===== src/rtl/if_stage_pkg.sv =====
// Shared definitions for the instruction-fetch stage: widths, reset PC,
// FSM state encoding and the fetch-buffer entry payload.
package if_stage_pkg;

  localparam int unsigned ADDR_W = 32;
  localparam int unsigned INST_W = 32;

  localparam logic [ADDR_W-1:0] RESET_PC = 32'h0000_0000;

  typedef enum logic [1:0] {
    ST_IDLE = 2'd0,
    ST_REQ  = 2'd1,
    ST_WAIT = 2'd2,
    ST_KILL = 2'd3
  } fetch_state_e;

  typedef struct packed {
    logic [ADDR_W-1:0] pc;
    logic [INST_W-1:0] inst;
  } fetch_entry_t;

endpackage


===== src/rtl/if_fetch_buf.sv =====
// Small FIFO of fetched {pc, inst} entries between memory and decode.
// Ports:
//   clk, rst     clock, asynchronous active-low reset
//   push         write push_entry at the tail
//   push_entry   entry to write
//   pop          drop the head entry
//   flush        empty the FIFO (wins over push/pop)
//   full, empty  occupancy flags
//   head         oldest entry (stale when empty)
module if_fetch_buf
  import if_stage_pkg::*;
#(
  parameter int unsigned DEPTH = 2
) (
  input  logic         clk,
  input  logic         rst,
  input  logic         push,
  input  fetch_entry_t push_entry,
  input  logic         pop,
  input  logic         flush,
  output logic         full,
  output logic         empty,
  output fetch_entry_t head
);

  localparam int unsigned PTR_W = (DEPTH > 1) ? $clog2(DEPTH) : 1;
  localparam int unsigned CNT_W = $clog2(DEPTH + 1);

  fetch_entry_t     r_mem [DEPTH];
  logic [PTR_W-1:0] r_rd_ptr;
  logic [PTR_W-1:0] r_wr_ptr;
  logic [CNT_W-1:0] r_count;

  logic w_push_ok;
  logic w_pop_ok;

  function automatic logic [PTR_W-1:0] ptr_inc(input logic [PTR_W-1:0] p);
    return (p == PTR_W'(DEPTH - 1)) ? '0 : p + PTR_W'(1);
  endfunction

  assign full  = (r_count == CNT_W'(DEPTH));
  assign empty = (r_count == '0);
  assign head  = r_mem[r_rd_ptr];

  // A push into a full FIFO is allowed only when the head leaves at the same edge.
  assign w_push_ok = push && (!full || pop);
  assign w_pop_ok  = pop && !empty;

  // Storage, pointers and occupancy
  always_ff @(posedge clk or negedge rst) begin
    if (!rst) begin
      r_rd_ptr <= '0;
      r_wr_ptr <= '0;
      r_count  <= '0;
      for (int i = 0; i < int'(DEPTH); i++) begin
        r_mem[i] <= '0;
      end
    end else if (flush) begin
      r_rd_ptr <= '0;
      r_wr_ptr <= '0;
      r_count  <= '0;
    end else begin
      if (w_push_ok) begin
        r_mem[r_wr_ptr] <= push_entry;
        r_wr_ptr        <= ptr_inc(r_wr_ptr);
      end
      if (w_pop_ok) begin
        r_rd_ptr <= ptr_inc(r_rd_ptr);
      end
      case ({w_push_ok, w_pop_ok})
        2'b10:   r_count <= r_count + CNT_W'(1);
        2'b01:   r_count <= r_count - CNT_W'(1);
        default: r_count <= r_count;
      endcase
    end
  end

endmodule


===== src/rtl/if_stage.sv =====
// Instruction-fetch stage: issues one memory request at a time, buffers
// responses and presents the oldest fetched instruction downstream.
// Ports:
//   clk, rst            clock, asynchronous active-low reset
//   br, br_target       redirect (flushes the stage) and its target address
//   stall               stall[0]=1 holds the presented instruction
//   im_req, im_addr     instruction-memory request strobe and address
//   im_rvalid, im_rdata memory response
//   if_pc, if_inst      presented instruction and its PC
//   if_valid            presented instruction is real
module if_stage
  import if_stage_pkg::*;
#(
  parameter logic [ADDR_W-1:0] RESET_PC  = if_stage_pkg::RESET_PC,
  parameter int unsigned       BUF_DEPTH = 2
) (
  input  logic              clk,
  input  logic              rst,
  input  logic              br,
  input  logic [ADDR_W-1:0] br_target,
  input  logic [1:0]        stall,
  output logic              im_req,
  output logic [ADDR_W-1:0] im_addr,
  input  logic              im_rvalid,
  input  logic [INST_W-1:0] im_rdata,
  output logic [ADDR_W-1:0] if_pc,
  output logic [INST_W-1:0] if_inst,
  output logic              if_valid
);

  fetch_state_e      r_state;
  fetch_state_e      w_state_nxt;
  logic [ADDR_W-1:0] r_fpc;
  logic [ADDR_W-1:0] w_fpc_nxt;
  logic [ADDR_W-1:0] r_req_addr;
  logic [ADDR_W-1:0] w_req_addr_nxt;

  logic         w_push;
  logic         w_pop;
  logic         w_full;
  logic         w_empty;
  fetch_entry_t w_head;
  fetch_entry_t w_push_entry;
  logic         w_unused_stall;

  assign w_unused_stall = stall[1];

  // State, fetch PC and address of the outstanding request
  always_ff @(posedge clk or negedge rst) begin
    if (!rst) begin
      r_state    <= ST_IDLE;
      r_fpc      <= RESET_PC;
      r_req_addr <= '0;
    end else begin
      r_state    <= w_state_nxt;
      r_fpc      <= w_fpc_nxt;
      r_req_addr <= w_req_addr_nxt;
    end
  end

  // Next state, request strobe and response capture
  always_comb begin
    w_state_nxt    = r_state;
    w_fpc_nxt      = r_fpc;
    w_req_addr_nxt = r_req_addr;
    im_req         = 1'b0;
    im_addr        = '0;
    w_push         = 1'b0;

    case (r_state)
      ST_IDLE: w_state_nxt = ST_REQ;
      ST_REQ: begin
        if (!br && !w_full) begin
          im_req         = 1'b1;
          im_addr        = r_fpc;
          w_req_addr_nxt = r_fpc;
          w_fpc_nxt      = r_fpc + ADDR_W'(4);
          w_state_nxt    = ST_WAIT;
        end
      end
      ST_WAIT: begin
        // A redirect with the response already here needs no KILL cycle.
        if (br) begin
          w_state_nxt = im_rvalid ? ST_REQ : ST_KILL;
        end else if (im_rvalid) begin
          w_push      = 1'b1;
          w_state_nxt = ST_REQ;
        end
      end
      ST_KILL: begin
        if (im_rvalid) begin
          w_state_nxt = ST_REQ;
        end
      end
      default: w_state_nxt = ST_IDLE;
    endcase

    if (br) begin
      w_fpc_nxt = br_target;
    end
  end

  assign w_pop        = !w_empty && !stall[0] && !br;
  assign w_push_entry = '{pc: r_req_addr, inst: im_rdata};

  if_fetch_buf #(
    .DEPTH(BUF_DEPTH)
  ) u_buf (
    .clk       (clk),
    .rst       (rst),
    .push      (w_push),
    .push_entry(w_push_entry),
    .pop       (w_pop),
    .flush     (br),
    .full      (w_full),
    .empty     (w_empty),
    .head      (w_head)
  );

  assign if_valid = !w_empty;
  assign if_pc    = w_empty ? '0 : w_head.pc;
  assign if_inst  = w_empty ? '0 : w_head.inst;

endmodule


===== config.mk =====
export PLATFORM = sky130hd
export DESIGN_NAME = if_stage
export DESIGN_NICKNAME = d
export VERILOG_FILES = /design/src/rtl/if_stage_pkg.sv /design/src/rtl/if_fetch_buf.sv /design/src/rtl/if_stage.sv
export SDC_FILE = /design/constraint.sdc
export NUM_CORES = 1
export LEC_CHECK = 0
export CORE_MARGIN = 5
export CORE_UTILIZATION = 53
export DETAILED_ROUTE_END_ITERATION = 7
export PLACE_DENSITY = 0.78
export SYNTH_ARGS = -nofsm -noshare
export SYNTH_HDL_FRONTEND = slang
export SYNTH_SLANG_ARGS = --single-unit

===== constraint.sdc =====
create_clock -name clk -period 3.2 [get_ports clk]
set_clock_uncertainty 0.1 [all_clocks]
set_input_delay 0.8 -clock clk [delete_from_list [all_inputs] [get_ports clk]]
set_output_delay 0.8 -clock clk [all_outputs]
set_load 0.02 [all_outputs]

# Word-level counts from Yosys, hierarchy flattened
# Index checks and enable logic that the tools add are counted.
dict set report word_totals {
  latchBits 0
  n_memories 0
  elab_cells 80
  mem_bits_ro 0
  regBits 198
  input_bits 70
  out_inout_bits 98
  mem_bits_rw 0
}
dict set report classes {
  n_shift 0
  div_mod_pow 0
  n_addsub 5
  multipliers 0
  n_lt_le_gt_ge 3
  mux 31
  eq_ne 7
  bitwise_logic 3
  reduce_logical 21
}
# cell count
set op_table {}
lappend op_table {{$mux W64} 4}
lappend op_table {{$mux W32} 7}
lappend op_table {{$bwmux W128} 1}
lappend op_table {{$demux W64 S1} 1}
lappend op_table {{$add A32 B3 Y32 const B} 1}
lappend op_table {{$mux W1} 11}
lappend op_table {{$mux W2} 5}
lappend op_table {{$eq A2 B2 Y1 const B} 4}
lappend op_table {{$pmux W2 S4} 1}
lappend op_table {{$reduce_bool A2 Y1} 4}
lappend op_table {{$logic_and A1 B1 Y1} 6}
lappend op_table {{$reduce_and A2 Y1} 3}
lappend op_table {{$eq A2 B1 Y1 const B} 2}
lappend op_table {{$ge A2 B2 Y1 const B} 2}
lappend op_table {{$logic_not A1 Y1} 4}
lappend op_table {{$logic_not A2 Y1} 2}
lappend op_table {{$not A1 Y2} 2}
lappend op_table {{$pmux W2 S2} 1}
lappend op_table {{$reduce_bool A3 Y1} 1}
lappend op_table {{$add A1 B1 Y1 const B} 2}
lappend op_table {{$add A2 B1 Y2 const B} 1}
lappend op_table {{$lt A2 B1 Y1 const B} 1}
lappend op_table {{$ne A2 B2 Y1 const B} 1}
lappend op_table {{$sub A2 B1 Y2 const B} 1}
lappend op_table {{2 further kinds} 2}

# Longest topological paths before layout
dict set report logic_depth {
  word_depth 9
  mapped_depth 7
  ltp_nobuf 5
}

# Cells and area by module
# From an unflattened synthesis, not the netlist that was laid out.
dict set report hier_totals {
  cells_unflattened 773
  area_unflattened_um2 9596.7
}
# mod seq_area_each_um2 cells_each n_inst area_per_inst_um2
set by_module_without_submodules {}
lappend by_module_without_submodules {if_fetch_buf 3303.2 365 1 5911.9}
lappend by_module_without_submodules {if_stage 1651.6 408 1 3684.8}

# Worst setup path after synthesis
# OpenSTA, ideal clock, no wires.
dict set report synth_timing {
  path_kind {in2out}
  startpoint {input br}
  endpoint {output im_req}
  arrival_time_ns 2.064
  cell_stages 6
  slack_ns 0.236
  n_path_buf 3
  path_cell_list {clkbuf_1 > clkinv_1 > nand3_1 > clkbuf_1 > clkbuf_1 > inv_1}
}
dict set report synth_between {
  elab_chain_len 4
}
# item line
set synth_rtl {}
lappend synth_rtl {{from (decl)} if_stage.sv:19} ;# input logic br,
lappend synth_rtl {{$logic_not A1 Y1} if_stage.sv:73} ;# if (!br && !w_full) begin
lappend synth_rtl {{$logic_and A1 B1 Y1} if_stage.sv:73}
lappend synth_rtl {{$mux W1} if_stage.sv:73}
lappend synth_rtl {{$mux W1} if_stage.sv:70} ;# case (r_state)
lappend synth_rtl {{to (decl)} if_stage.sv:22} ;# output logic im_req,
# No other way between the ends.

# Worst setup path in the final report
dict set report layout_timing {
  startpoint {register u_buf.r_rd_ptr}
  endpoint {output if_pc[30]}
}
dict set report layout_between {
  elab_chain_len 5
}
# item line
set layout_rtl {}
lappend layout_rtl {{from (decl)} if_fetch_buf.sv:30} ;# logic [PTR_W-1:0] r_rd_ptr;
lappend layout_rtl {{from (signal assigned)} if_fetch_buf.sv:68} ;# r_rd_ptr <= ptr_inc(r_rd_ptr);
lappend layout_rtl {{$not A1 Y2 (implied by the code)} if_fetch_buf.sv:43} ;# assign head = r_mem[r_rd_ptr];
lappend layout_rtl {{$mux W64 (implied by the code) (3 in series)} if_fetch_buf.sv:43}
lappend layout_rtl {{$mux W32} if_stage.sv:121} ;# assign if_pc = w_empty ? '0 : w_head.pc;
lappend layout_rtl {{to (decl)} if_stage.sv:26} ;# output logic [ADDR_W-1:0] if_pc,
# No other way between the ends. The select of a mux whose other input is x is not followed.

==> results_tabular.tex <==
\begin{tabular}{lr}
\hline
Metric & Value \\
\hline
\multicolumn{2}{l}{\textbf{Outcome}} \\
\quad Run status & finished, final reports clean \\
\multicolumn{2}{l}{\textbf{Worst setup path}} \\
\quad Flop2flop setup slack & 0.87 ns \\
\quad Maximum fanout along the worst path & 22 \\
\quad Critical-path cell list & buf\_12 > mux2i\_1 > nor2\_1 > clkdlybuf4s50\_1 \\
\quad Critical Path Slowest Stage Cell & sky130\_fd\_sc\_hd\_\_clkdlybuf4s50\_1 \\
\quad Data arrival time at the worst-slack endpoint & 2.18 ns \\
\quad Req. time, crit path & 2.30 ns \\
\quad Crit end category & output port \\
\quad Reg-to-reg startpoint & r\_fpc[2] \\
\quad Number of cells on the worst reg-to-reg path & 5 \\
\quad Type of the worst setup path & reg2out \\
\quad Nature of the critical path startpoint & register \\
\quad End of the worst register-to-register path & r\_fpc[26] \\
\quad Largest stage delay on the critical path & 0.65 ns \\
\multicolumn{2}{l}{\textbf{Route}} \\
\quad 1st-pass router iterations & 5 \\
\quad Initial drt markers & 332 \\
\quad Total detailed-routing wirelength & 22.38 mm \\
\quad Detailed-route via count & 6787 \\
\quad Routed via count divided by cell count & 5.642 \\
\quad Average detailed-routed wire length per instance & 18.61 um \\
\quad Number of routed nets with antenna violations & 0 \\
\quad Number of remaining DRC errors & 0 \\
\multicolumn{2}{l}{\textbf{Power}} \\
\quad Total power density per cell area & 621.5 nW/um2 \\
\quad Clock group share of total power & 29.1\% \\
\quad Lkg Pwr & 5.496 nW \\
\quad Share of total power consumed by net switching & 28.96\% \\
\quad Sequential Power Share & 48.3\% \\
\quad Internal & 5.279 mW \\
\quad Combinational Power Share & 22.6\% \\
\quad Switching pwr & 2.152 mW \\
\quad Worst IR Drop VDD & 393.8 uV \\
\multicolumn{2}{l}{\textbf{Synthesis}} \\
\quad Flops \& latches, synth & 198 \\
\quad Commonest register cell after synthesis & sky130\_fd\_sc\_hd\_\_dfrtp\_1 \\
\quad Share of flip-flops with an asynchronous set or reset & 100.0\% \\
\quad Post-Synthesis Cell Area & 9164 um2 \\
\quad Post-synth EDFFs & 0 \\
\quad Leading post-synthesis cells by cell area & sky130\_fd\_sc\_hd\_\_dfrtp\_1, sky130\_fd\_sc\_hd\_\_mux2\_2, sky130\_fd\_sc\_hd\_\_mux2i\_1 \\
\quad Post-synth top area cell & sky130\_fd\_sc\_hd\_\_dfrtp\_1 \\
\quad Share of the synthesized area in the top cell type & 54.07\% \\
\quad Warning count from the yosys run & 0 \\
\quad Number of cells produced by synthesis & 779 \\
\quad Fraction of the yosys area taken by sequential cells & 54.07\% \\
\quad Count of distinct cell types in the synthesized netlist & 39 \\
\quad Post-Syn Nets & 850 \\
\quad Average size of a mapped cell & 11.76 um2 \\
\quad Most used standard cells in the synthesized netlist & sky130\_fd\_sc\_hd\_\_dfrtp\_1, sky130\_fd\_sc\_hd\_\_mux2\_2, sky130\_fd\_sc\_hd\_\_nor2\_1 \\
\quad Most used standard cell by instance count after synthesis & sky130\_fd\_sc\_hd\_\_dfrtp\_1 \\
\multicolumn{2}{l}{\textbf{Die}} \\
\quad Initial standard-cell utilization of the core & 53.54\% \\
\quad Standard-cell row count & 48 \\
\quad Die boundary width & 141.5 um \\
\quad I/O pin count & 168 \\
\quad DIE HEIGHT & 141.5 um \\
\quad Core area & 17120 um2 \\
\quad Die area & 20020 um2 \\
\multicolumn{2}{l}{\textbf{Layout}} \\
\quad Post-layout utilization of the core & 69.86\% \\
\quad Layout cell share with drive strength beyond 1 & 22.90\% \\
\quad Final std cells w/o fill & 1203 \\
\quad Area of all placed cells without fillers & 11960 um2 \\
\quad \# nets final & 1036 \\
\quad Area Growth Syn to Fin & 30.49\% \\
\quad Filler instances & 1297 \\
\quad Diode count & 0 \\
\multicolumn{2}{l}{\textbf{Global route}} \\
\quad Global-route wire length before repair & 36.31 mm \\
\quad Vias in the first global route & 6977 \\
\quad Pin count of the biggest net entering global routing & 80 \\
\quad Overall Global Routing Usage & 22.74\% \\
\quad Number of antenna violations at the first check in global routing & 0 \\
\quad Gr ovfl total & 0 \\
\multicolumn{2}{l}{\textbf{STA}} \\
\quad Final hold viol count & 0 \\
\quad Slew at the pin closest to its max-slew limit & 0.6562 ns \\
\quad RSZ-0062 raised after global routing & no \\
\quad Highest Clock Rate & 0.3248 GHz \\
\quad Fin crit share & 96.22\% \\
\quad Final count of pins violating max slew & 0 \\
\quad Total of endpoints with negative setup slack in the final report & 0 \\
\quad Setup TNS & 0 ns \\
\quad Worst hold slack across all endpoints & 0.2873 ns \\
\quad Time the final worst path needs with I/O delays and setup & 3.079 ns \\
\quad Worst slew margin relative to its limit & 56.25\% \\
\multicolumn{2}{l}{\textbf{Placement}} \\
\quad GPL Wtd Cong & 0.8232 \\
\quad Inst Count DP & 1169 \\
\quad Placed cell areas & 11370 um2 \\
\quad Detail Placement HPWL & 15.49 mm \\
\quad Count of port buffers added during placement & 166 \\
\multicolumn{2}{l}{\textbf{Run}} \\
\quad Maximum capacitance violations & 0 \\
\multicolumn{2}{l}{\textbf{Clocking}} \\
\quad Number of buffers created by CTS & 17 \\
\quad Clk slew on worst S/H paths & 0.07 ns \\
\quad Clock root buffer & sky130\_fd\_sc\_hd\_\_clkbuf\_16 \\
\quad Number of clock sinks & 198 \\
\quad Depth of the CTS H-tree & 4 \\
\quad Clk Latency, worst-skew pair & 0.43 ns \\
\quad CTS max path bufs & 2 \\
\quad CTS tree & done \\
\quad Number of buffers inserted by hold repair at cts & 0 \\
\multicolumn{2}{l}{\textbf{Hold path}} \\
\quad Worst min-delay path category & in2async \\
\hline
\end{tabular}
final cells by class:
cell class	instances	area (um2)	share of cell area, %
Multi-Input combinational cell	522	3985	33.33
Tap cell	225	281.5	2.354
Clock inverter	12	140.1	1.172
Timing Repair Buffer	219	2108	17.63
Sequential cell	198	4959	41.47
Inverter	7	27.53	0.2302
Clock buffer	20	456.7	3.819
critical path, delay by kind of cell, from the launching register on:
family | cells | cell delay [ns]
DFF | 1 | 0.62
buffers and inverters | 2 | 0.89
muxes | 1 | 0.13
and+or+nand+nor | 1 | 0.11
per-stage QoR:
stage | setup slack, ns | power, mW
2_1_floorplan | 0.2359 | 4.592
3_3_place_gp | -0.1137 | 5.247
3_5_place_dp | -0.1849 | 5.343
4_1_cts | 0.02382 | 7.487
5_1_grt | 0.03820 | 7.830
6_report | 0.1210 | 7.432
registers in the layout (all words and copies together) (netlist names):
signal / count
u_buf.r_count: 2
u_buf.r_wr_ptr: 1
r_req_addr: 32
u_buf.r_mem: 128
r_state: 2
u_buf.r_rd_ptr: 1
r_fpc: 32
cells in the final DEF (no fill, tap or decap), types with 18 or more instances in the layout:
cell type / count
sky130_fd_sc_hd__or4_1: 27
sky130_fd_sc_hd__mux2_2: 128
sky130_fd_sc_hd__clkdlybuf4s50_1: 132
sky130_fd_sc_hd__dlygate4sd2_1: 32
sky130_fd_sc_hd__a21o_1: 33
sky130_fd_sc_hd__mux2i_1: 66
sky130_fd_sc_hd__nand2_1: 31
sky130_fd_sc_hd__nor2_1: 91
sky130_fd_sc_hd__nand3_1: 18
sky130_fd_sc_hd__dfrtp_1: 197
sky130_fd_sc_hd__and3_1: 27
sky130_fd_sc_hd__buf_4: 46
per-layer routing:
metal	routed length, um	global-route usage, %	vias to the layer above
li1	-	-	3171
met1	9834	30.28	3399
met2	11030	37.92	197
met3	1248	5.022	20
met4	275	6.263	0
met5	0	0	-
timing repair:
item | CTS | global route
setup buffers | 1 | 1
pin swaps | 0 | 1
gates resized for setup | 33 | 2
endpoints found under the setup margin | 55 | 32
gates cloned | 0 | 0
worst max-delay path by stage:
| stage | startpoint | endpoint | depth (start not counted) |
|---|---|---|---|
| 6_report | u_buf.r_rd_ptr | if_pc[30] | 4 |
| 3_5_place_dp | br | im_addr[21] | 6 |
| 3_3_place_gp | br | im_addr[14] | 5 |
| 2_1_floorplan | br | im_req | 6 |
| 5_1_grt | u_buf.r_rd_ptr | if_pc[18] | 4 |
| 4_1_cts | br | im_req | 6 |
power by group through the flow:
| stage | Combinational [mW] | Sequential [mW] | Clock, mW |
|---|---|---|---|
| 6_report | 1.68 | 3.59 | 2.16 |
| 3_5_place_dp | 1.72 | 3.63 | 0 |
| 3_3_place_gp | 1.66 | 3.59 | 0 |
| 2_1_floorplan | 1.13 | 3.46 | 0 |
| 4_1_cts | 1.70 | 3.58 | 2.20 |
| 5_1_grt | 1.86 | 3.66 | 2.30 |
kinds of logic (layout without fill, tap and decap cells):
logic type      after synthesis  after routing  share of synthesized area, %
xor+xnor                      7              7                        0.6690
mux                         194            194                         22.94
fa+ha+maj                     1              1                        0.1365
compound gates               87             87                         6.568
simple gates                233            233                         13.00
flops                       198            198                         54.07
buf+inv                      59            258                         2.622
Note: power is estimated with default switching activity, not from simulation.
